### src/rtl/mem_arbiter_2p_pkg.sv
// mem_arbiter_2p_pkg
// Shared definitions for the two-port memory arbiter:
//   - state_t    : sequencer FSM states
//   - PORT_IF/LS : port indices (0 = instruction fetch, 1 = load/store)
//   - ACC_CYC_MAX: largest supported access length in cycles
package mem_arbiter_2p_pkg;

  typedef enum logic [1:0] {
    IDLE   = 2'd0,
    ACCESS = 2'd1,
    DONE   = 2'd2
  } state_t;

  localparam logic PORT_IF = 1'b0;
  localparam logic PORT_LS = 1'b1;

  localparam int unsigned ACC_CYC_MAX = 15;

endpackage

### src/rtl/mem_arbiter_2p_rr.sv
// rr_arbiter_2
// Combinational two-way round-robin pick.
//   req[1:0]    in  : request lines, bit i = port i
//   last_grant  in  : port granted most recently
//   grant_valid out : at least one request present
//   grant_port  out : chosen port (single requester, or the one that
//                     was not granted last when both request)
module rr_arbiter_2
  import mem_arbiter_2p_pkg::*;
(
  input  logic [1:0] req,
  input  logic       last_grant,
  output logic       grant_valid,
  output logic       grant_port
);

  always_comb begin
    grant_valid = |req;
    grant_port  = PORT_IF;
    unique case (req)
      2'b01:   grant_port = PORT_IF;
      2'b10:   grant_port = PORT_LS;
      2'b11:   grant_port = ~last_grant;
      default: grant_port = PORT_IF;
    endcase
  end

endmodule

### src/rtl/mem_arbiter_2p.sv
// mem_arbiter_2p
// Two-port arbiter and access sequencer for a shared single-port word
// memory. Port 0 is instruction fetch, port 1 is load/store. One access
// at a time, round-robin under contention; strobes are held for ACC_CYC
// cycles, then read data is registered and a one-cycle ack is issued.
// Mem_Read and Mem_Write are mutually exclusive by construction.
//   clk, rst_n                      : clock, synchronous active-low reset
//   rN_req/we/addr/wdata            : port N request and its fields
//   rN_ack, rN_rdata                : port N completion pulse, read data
//   Mem_Read, Mem_Write             : memory strobes
//   Mem_Addr, M_W_Data, M_R_Data    : memory address, write/read data
module mem_arbiter_2p
  import mem_arbiter_2p_pkg::*;
#(
  parameter int unsigned ADDR_W  = 8,
  parameter int unsigned DATA_W  = 32,
  parameter int unsigned ACC_CYC = 1
) (
  input  logic              clk,
  input  logic              rst_n,
  input  logic              r0_req,
  input  logic              r0_we,
  input  logic [ADDR_W-1:0] r0_addr,
  input  logic [DATA_W-1:0] r0_wdata,
  output logic              r0_ack,
  output logic [DATA_W-1:0] r0_rdata,
  input  logic              r1_req,
  input  logic              r1_we,
  input  logic [ADDR_W-1:0] r1_addr,
  input  logic [DATA_W-1:0] r1_wdata,
  output logic              r1_ack,
  output logic [DATA_W-1:0] r1_rdata,
  output logic              Mem_Read,
  output logic              Mem_Write,
  output logic [ADDR_W-1:0] Mem_Addr,
  output logic [DATA_W-1:0] M_W_Data,
  input  logic [DATA_W-1:0] M_R_Data
);

  if (ACC_CYC < 1 || ACC_CYC > ACC_CYC_MAX) begin : g_bad_acc_cyc
    $error("mem_arbiter_2p: ACC_CYC must be in 1..15");
  end

  localparam logic [3:0] CNT_INIT = 4'(ACC_CYC - 1);

  state_t            state;
  logic              last_grant;
  logic [3:0]        cnt;

  logic              grant_valid;
  logic              grant_port;
  logic              sel_we;
  logic [ADDR_W-1:0] sel_addr;
  logic [DATA_W-1:0] sel_wdata;

  rr_arbiter_2 u_rr (
    .req        ({r1_req, r0_req}),
    .last_grant (last_grant),
    .grant_valid(grant_valid),
    .grant_port (grant_port)
  );

  always_comb begin
    sel_we    = r0_we;
    sel_addr  = r0_addr;
    sel_wdata = r0_wdata;
    if (grant_port == PORT_LS) begin
      sel_we    = r1_we;
      sel_addr  = r1_addr;
      sel_wdata = r1_wdata;
    end
  end

  // last_grant doubles as "port currently being served" once in ACCESS,
  // and Mem_Read doubles as the read/write flag of the access in flight.
  always_ff @(posedge clk) begin
    if (!rst_n) begin
      state      <= IDLE;
      last_grant <= PORT_LS;
      cnt        <= '0;
      Mem_Read   <= 1'b0;
      Mem_Write  <= 1'b0;
      Mem_Addr   <= '0;
      M_W_Data   <= '0;
      r0_ack     <= 1'b0;
      r1_ack     <= 1'b0;
      r0_rdata   <= '0;
      r1_rdata   <= '0;
    end else begin
      unique case (state)
        IDLE: begin
          if (grant_valid) begin
            Mem_Addr   <= sel_addr;
            M_W_Data   <= sel_wdata;
            Mem_Read   <= ~sel_we;
            Mem_Write  <= sel_we;
            cnt        <= CNT_INIT;
            last_grant <= grant_port;
            state      <= ACCESS;
          end
        end
        ACCESS: begin
          if (cnt == '0) begin
            if (Mem_Read) begin
              if (last_grant == PORT_LS) r1_rdata <= M_R_Data;
              else                       r0_rdata <= M_R_Data;
            end
            Mem_Read  <= 1'b0;
            Mem_Write <= 1'b0;
            if (last_grant == PORT_LS) r1_ack <= 1'b1;
            else                       r0_ack <= 1'b1;
            state <= DONE;
          end else begin
            cnt <= cnt - 4'd1;
          end
        end
        DONE: begin
          r0_ack <= 1'b0;
          r1_ack <= 1'b0;
          state  <= IDLE;
        end
        default: state <= IDLE;
      endcase
    end
  end

endmodule
### config.mk
export PLATFORM = sky130hd
export DESIGN_NAME = mem_arbiter_2p
export DESIGN_NICKNAME = d
export VERILOG_FILES = /design/src/rtl/mem_arbiter_2p_pkg.sv /design/src/rtl/mem_arbiter_2p_rr.sv /design/src/rtl/mem_arbiter_2p.sv
export SDC_FILE = /design/constraint.sdc
export NUM_CORES = 1
export LEC_CHECK = 0
export CAP_MARGIN = 20
export CORE_MARGIN = 10
export CORE_UTILIZATION = 41
export CTS_CLUSTER_SIZE = 10
export DETAILED_ROUTE_END_ITERATION = 8
export MAX_ROUTING_LAYER = met4
export PLACE_DENSITY = 0.76
export SLEW_MARGIN = 20
export SYNTH_ARGS = -nofsm -noshare
export SYNTH_HDL_FRONTEND = slang
export SYNTH_SLANG_ARGS = --single-unit
### constraint.sdc
create_clock -name clk -period 2.2 [get_ports clk]
set_clock_uncertainty 0.2 [all_clocks]
set_input_delay 0.22 -clock clk [delete_from_list [all_inputs] [get_ports clk]]
set_output_delay 0.22 -clock clk [all_outputs]
set_load 0.03 [all_outputs]
==> results by group, run 1 <==
Outcome
  • Outcome: completed

Clocking
  • CTS Hold Buffers Added: 1
  • Clock latency at the later pin of the worst-skew pair: 0.40 ns
  • Post_cts resized: 0
  • CTS Buf Count: 17
  • CTS tree: done
  • Clk sink count: 115
  • Clock Root Buffer: clkbuf_16
  • CTS max path bufs: 2
  • Clk slew on worst S/H paths: 0.05 ns
  • H-tree lvl count: 4
  • Post-CTS setup buffer count: 0

Worst setup path
  • Crit-path slowest cell: clkdlybuf4s50_1
  • Largest delay contributor family on the critical path: buffers and inverters
  • CP Launch Type: flip-flop
  • Worst reg2reg path endpoint: r0_rdata[24]
  • Data arrival time of the critical path: 1.57 ns
  • FF-to-FF setup slack: 0.26 ns
  • Buf+Inv Stages, Crit Path: 1
  • Crit path capture type: output port
  • Worst-path fanout max: 6
  • FF-to-FF Start: cnt[0]
  • R2R depth: 6
  • Max incr delay on CP: 0.74 ns
  • Worst Path Required: 1.78 ns
  • Crit Path Category: reg2out
  • CP Cell Sequence: clkdlybuf4s50_1

Finish
  • Final Util: 68.1%
  • Post-route insts no fill: 854
  • Ratio of cells with drive above 1 in the final layout: 7.31%
  • # diodes: 0
  • # nets final: 818
  • # fillers: 909
  • Area grow syn2layout: 63.0%
  • Cell area after layout: 0.00777 mm2
  • Multi-input logic area: 0.00222 mm2
  • Seq. cell area: 0.00230 mm2

Yosys
  • Post-synth EDFFs: 0
  • Ys Warns: 0
  • Syn_nets: 609
  • Synthesized area per cell: 9.73 um2
  • Synth top area share: 48.3%
  • Synthesized cell area: 0.00477 mm2
  • Yosys cell types: 39
  • Asr flop ratio synth: 0%
  • Yosys top cell by area: dfxtp_1
  • Post-Synthesis Cells: 490
  • Ys flop type: dfxtp_1
  • Yosys reg bits: 115
  • Synth top area cells: dfxtp_1, a21boi_0, mux2i_1, o2bb2ai_1, o21ai_0
  • Post-synthesis sequential area ratio: 48.3%

Place
  • Detailed Place HPWL: 12300 um
  • I/O Buffers: 225
  • GPL Wtd Cong: 0.778
  • Placed Cells: 822
  • Placed cell area: 0.00715 mm2

STA
  • Final Cycle Share: 90.6%
  • Slew of the pin with the lowest slew margin: 0.430 ns
  • Worst rel slew slack: 71.2%
  • Worst hold slack: 0.229 ns
  • Unrepaired setup endpoints after global routing: false
  • FMAX: 0.502 GHz
  • Fin. max-slew vios: 0
  • TNS Setup: 0 ns
  • Endpoints failing setup: 0
  • Post-layout minimum cycle time: 1.99 ns
  • Final hold violation count: 0

Worst hold path
  • Worst Hold End: r0_rdata[31]
  • Worst min-delay path startpoint: M_R_Data[31]
  • Worst Hold Class: in2reg
  • Worst Hold Path Cells: 3

Run
  • Max-cap violation count: 0

Global routing
  • Vias in the first global route: 4758
  • GR Util All Layers: 20.1%
  • Antenna violations before repair: 0
  • Global route overflow: 0
  • Largest net degree at the start of global routing: 49
  • First-pass GRT wire length: 25800 um

Floorplan
  • Core ar.: 0.0114 mm2
  • Cell Rows: 39
  • Die area: 0.0163 mm2
  • Initial Utilization: 41.8%
  • Die Y-Extent: 128 um
  • Die Width: 128 um
  • Ports: 226

Route
  • Avg Vias per Cell: 5.42
  • DR iter-0 viols: 423
  • Routed Wire Length: 16500 um
  • Routed length per placed instance: 19.3 um
  • Drt first pass iters: 5
  • Post-route ant nets: 0
  • DRC: 0
  • Via count: 4631

Pwr
  • Peak VDD IR: 0.546 mV
  • Leak: 0.00271 uW
  • PwrDens: 778 mW/mm2
## sequential cells by signal, indices dropped and copies added, names as in the netlist
name,cells
M_W_Data,32
Mem_Read,1
Mem_Write,1
r1_ack,1
state,2
r0_ack,1
Mem_Addr,8
cnt,4
r0_rdata,32
last_grant,1
r1_rdata,32
## layer usage
metal / track usage (%) / share of wire [%]
met5: - / 0
met4: 5.30 / 0.44
met3: 9.14 / 11
met2: 30.5 / 47
met1: 23.8 / 42
## power by group
part	switching, uW	total [uW]	internal [uW]
registers	71.0	2260	2190
clock network	913	2800	1890
logic	484	984	500
## worst register-to-register path: cells and delay by family, from the launching register on
family / cells / cell delay, ns
AO/OA/AOI/OAI: 2 / 0.37
buffers and inverters: 2 / 0.35
flip-flops: 1 / 0.31
adder cells (fa/ha/maj): 1 / 0.19
AND/OR/NAND/NOR: 1 / 0.40
## how the worst max path moves through the flow
stage | start | end | slack, ns | depth (start not counted)
3_3_place_gp | r1_req | Mem_Addr[6] | 0.29 | 5
5_1_grt | Mem_Read | Mem_Read | 0.15 | 1
3_5_place_dp | r1_req | Mem_Addr[6] | 0.24 | 5
2_1_floorplan | cnt[0] | r0_ack | 0.36 | 6
4_1_cts | Mem_Read | Mem_Read | 0.19 | 1
6_report | Mem_Read | Mem_Read | 0.21 | 1
## cells in the final DEF (no fill, tap or decap), types with 2 or more instances in the layout
cell type and count:
a21boi_0 63, nand4b_1 2, clkdlybuf4s50_1 224, inv_1 4
clkbuf_8 4, buf_4 12, a21boi_1 4, or3_1 3
o221ai_1 2, o2bb2ai_1 40, clkinv_2 3, a21oi_1 2
nand3_1 66, nand2_1 2, dfxtp_1 115, clkbuf_16 17
clkinvlp_4 3, nor2_1 2, or3b_1 2, mux2i_1 41
o21ai_0 68, buf_12 5, bufinv_16 3
## Yosys cell counts (3+ instances only)
cell type / count
dfxtp_1: 115
a21boi_1: 4
o21ai_0: 68
inv_1: 4
a21boi_0: 64
buf_6: 3
clkbuf_1: 42
or3_1: 3
mux2i_1: 41
nand3_1: 66
o2bb2ai_1: 40
buf_2: 5
## stage by stage
step	total power (uW)	setup slack [ns]
after global routing	6270	0.149
after floorplan	2770	0.360
after global placement	3280	0.294
final	6050	0.206
after CTS	6110	0.190
after detailed placement	3290	0.237
## cell families (layout without fill, tap and decap cells)
| kind of cell | Yosys count | count (layout) | share of synthesized area, % |
|---|---|---|---|
| AND/OR/NAND/NOR | 91 | 91 | 10.7 |
| flip-flops | 115 | 115 | 48.3 |
| multiplexers | 41 | 41 | 8.60 |
| buffers and inverters | 57 | 278 | 5.53 |
| AO/OA/AOI/OAI | 185 | 185 | 26.6 |
| adder cells (fa/ha/maj) | 1 | 1 | 0.262 |
## layout make-up
class	instances	share of cell area, %
inverters	4	0.193
multi-input cells	318	28.5
well taps	143	2.30
clock inverters	9	1.64
clock buffers	22	6.23
flip-flops and latches	115	29.6
repair buffers	243	31.5
(Power assumes the default switching activity.)
==> run 2, diff against run 1 <==
--- a/config.mk
+++ b/config.mk
@@ -5,13 +5,14 @@
 export SDC_FILE = /design/constraint.sdc
 export NUM_CORES = 1
 export LEC_CHECK = 0
+export ABC_AREA = 1
 export CAP_MARGIN = 20
 export CORE_MARGIN = 10
 export CORE_UTILIZATION = 41
 export CTS_CLUSTER_SIZE = 10
 export DETAILED_ROUTE_END_ITERATION = 8
 export MAX_ROUTING_LAYER = met4
-export PLACE_DENSITY = 0.76
+export PLACE_DENSITY = 0.83
 export SLEW_MARGIN = 20
 export SYNTH_ARGS = -nofsm -noshare
 export SYNTH_HDL_FRONTEND = slang
==> constraint.sdc (replaced) <==
create_clock -name clk -period 2.2 [get_ports clk]
set_clock_uncertainty 0.2 [all_clocks]
set_input_delay 0.44 -clock clk [delete_from_list [all_inputs] [get_ports clk]]
set_output_delay 0.44 -clock clk [all_outputs]
set_load 0.03 [all_outputs]
==> results by group, run 2 <==
Worst setup path
  • Data arrival time of the critical path: 1.47 ns (-0.10 ns)
  • Max incr delay on CP: 0.73 ns (about the same)
  • CP Launch Type: flip-flop
  • Worst Path Required: 1.56 ns (-0.22 ns)
  • Crit-path slowest cell: clkdlybuf4s50_1
  • FF-to-FF setup slack: 0.37 ns (+0.11 ns)
  • R2R depth: 8 (+2)
  • Crit Path Category: reg2out
  • Largest delay contributor family on the critical path: buffers and inverters
  • Crit path capture type: output port
  • Worst reg2reg path endpoint: r1_rdata[15]
  • Total stage count of the critical path: 1 (unchanged)
  • Worst-path fanout max: 2 (-4)
  • Buf+Inv Stages, Crit Path: 1 (unchanged)
  • CP Cell Sequence: clkdlybuf4s50_1
  • FF-to-FF Start: cnt[0]

Outcome
  • Outcome: completed

Pwr
  • Comb pwr share: 26.5% (+10 points)
  • Psw: 2160 uW (+47%)
  • Peak VDD IR: 0.522 mV (-4.4%)
  • Leak: 0.00314 uW (+16%)
  • Net Sw Frac: 30.4% (+6.1 points)
  • Seq pwr share: 34.9% (-2.5 points)
  • PwrDens: 934 mW/mm2 (+20%)
  • Cell Int Power: 4950 uW (+8.2%)
  • Clock power share: 38.6% (-7.7 points)

STA
  • Slew of the pin with the lowest slew margin: 0.379 ns (-0.0519 ns)
  • FMAX: 0.475 GHz (-5.3%)
  • Final hold violation count: 0 (unchanged)
  • TNS Setup: 0 ns (unchanged)
  • Fin. max-slew vios: 0 (unchanged)
  • Unrepaired setup endpoints after global routing: false
  • Smallest setup slack after layout: 0.0947 ns (-0.111 ns)
  • Post-layout minimum cycle time: 2.11 ns (+0.111 ns)
  • Final Cycle Share: 95.7% (+5.1 points)
  • Endpoints failing setup: 0 (unchanged)
  • Worst rel slew slack: 74.7% (+3.5 points)

Finish
  • Area grow syn2layout: 63.1% (about the same)
  • Biggest regs: M_W_Data x32, r0_rdata x32, r1_rdata x32
  • Ratio of cells with drive above 1 in the final layout: 5.92% (-1.4 points)
  • Commonest cells after routing, fill and taps aside: clkdlybuf4s50_1, nand2_1, nor2_1
  • # nets final: 1003 (+23%)
  • Most common cell after layout, fill and taps aside: clkdlybuf4s50_1

Floorplan
  • Die area: 0.0161 mm2 (-1.7%)
  • Die Y-Extent: 127 um (-0.88%)
  • Core ar.: 0.0110 mm2 (-3.8%)
  • Initial Utilization: 42.5% (+0.76 points)
  • Ports: 226 (unchanged)
  • Die Width: 127 um (-0.88%)
  • Cell Rows: 38 (-2.6%)

Yosys
  • Asr flop ratio synth: 0% (unchanged)
  • Ys Warns: 0 (unchanged)
  • Post-synthesis sequential area ratio: 49.3% (+1.0 points)
  • Synthesized area per cell: 7.04 um2 (-28%)
  • Synth top area share: 49.3% (+1.0 points)
  • Most common cell in the netlist: nand2_1
  • Yosys top cell by area: dfxtp_1
  • Syn_nets: 782 (+28%)
  • Yosys reg bits: 115 (unchanged)
  • Yosys cell types: 24 (-38%)
  • List of most frequent post-synthesis cells: nand2_1, nor2_1, dfxtp_1
  • Post-Synthesis Cells: 663 (+35%)
  • Post-synth EDFFs: 0 (unchanged)
  • Synthesized cell area: 0.00467 mm2 (-2.1%)
  • Synth top area cells: dfxtp_1, nand2_1, nor2_1, o21ai_0, inv_1
  • Ys flop type: dfxtp_1

Global routing
  • Global route overflow: 0 (unchanged)
  • GR Util All Layers: 19.3% (-0.86 points)
  • First-pass GRT wire length: 24200 um (-6.0%)
  • Vias in the first global route: 4818 (+1.3%)
  • Antenna violations before repair: 1 (+1)
  • Largest net degree at the start of global routing: 70 (+43%)

Clocking
  • CTS Buf Count: 17 (unchanged)
  • Clock Root Buffer: clkbuf_16
  • CTS tree: done
  • Post-CTS setup buffer count: 0 (unchanged)
  • Clk slew on worst S/H paths: 0.05 ns (about the same)
  • H-tree lvl count: 4 (unchanged)
  • CTS Hold Buffers Added: 0 (-1)
  • Clock latency at the later pin of the worst-skew pair: 0.39 ns (about the same)
  • CTS max path bufs: 2 (unchanged)
  • Clk sink count: 115 (unchanged)
  • Post_cts resized: 1 (+1)

Place
  • Detailed Place HPWL: 11700 um (-5.3%)
  • Pre-CTS setup slack: 0.0843 ns (-0.153 ns)
  • I/O Buffers: 225 (unchanged)
  • GPL Wtd Cong: 0.806 (+3.6%)

Route
  • Via count: 4776 (+3.1%)
  • Post-route ant nets: 0 (unchanged)
  • DRC: 0 (unchanged)
  • DR iter-0 viols: 276 (-35%)
  • Routed length per placed instance: 15.2 um (-22%)
  • Drt first pass iters: 5 (unchanged)
  • Routed Wire Length: 15700 um (-4.8%)
  • Avg Vias per Cell: 4.61 (-15%)

Worst hold path
  • Worst Hold Path Cells: 3 (unchanged)
  • Worst min-delay path startpoint: rst_n
  • Worst Hold Class: in2reg
  • Worst Hold End: cnt[0]

Run
  • Max-cap violation count: 0 (unchanged)
==> run 2: cell type report <==
cell class / count / area (um2)
Clock inverter: 10 / 134
Clock buffer: 20 / 457
Inverter: 43 / 161
Antenna cell: 1 / 2.50
Fill cell: 930 / 3360
Multi-Input combinational cell: 469 / 1970
Tap cell: 140 / 175
Sequential cell: 115 / 2300
Timing Repair Buffer: 238 / 2420
==> run 2: worst max path at each step <==
stage | from | to
floorplan | cnt[0] | r0_rdata[18]
global placement | r0_req | Mem_Addr[7]
detailed placement | r0_req | Mem_Addr[7]
CTS | M_W_Data[7] | M_W_Data[7]
global route | M_W_Data[31] | M_W_Data[31]
finish | M_W_Data[7] | M_W_Data[7]
==> run 2: metal layers <==
metal,global-route usage (%),wire (um),share of wire [%],up-vias
met5,-,0,0,-
li1,-,-,-,2480
met4,6.10,178,1.1,0
met2,30.6,7500,48,180
met1,20.2,6190,39,2102
met3,10.5,1840,12,14
==> run 2: kinds of logic after synthesis <==
| group | share of synthesized area (%) |
|---|---|
| buf+inv | 8.55 |
| compound gates | 9.83 |
| flops | 49.3 |
| simple gates | 32.1 |
| fa+ha+maj | 0.268 |
==> run 2: power groups by stage <==
stage | clock (uW) | combinational [uW] | sequential, uW
after floorplan | 0 | 629 | 2930
after global placement | 0 | 1870 | 2510
after detailed placement | 0 | 1900 | 2520
after CTS | 2810 | 1910 | 2480
after global routing | 2880 | 2060 | 2520
final | 2750 | 1890 | 2480
==> run 2: through the flow <==
step	cells	total power [uW]	util, %	instance area [um2]	hold slack, ns
2_1_floorplan	663	3560	-	4670	0.264
3_3_place_gp	1005	4380	64.0	7030	0.238
3_5_place_dp	1005	4410	64.0	7030	0.245
4_1_cts	1035	7200	69.4	7620	0.206
5_1_grt	1036	7450	69.4	7620	0.216
6_report	1036	7120	69.4	7620	0.212
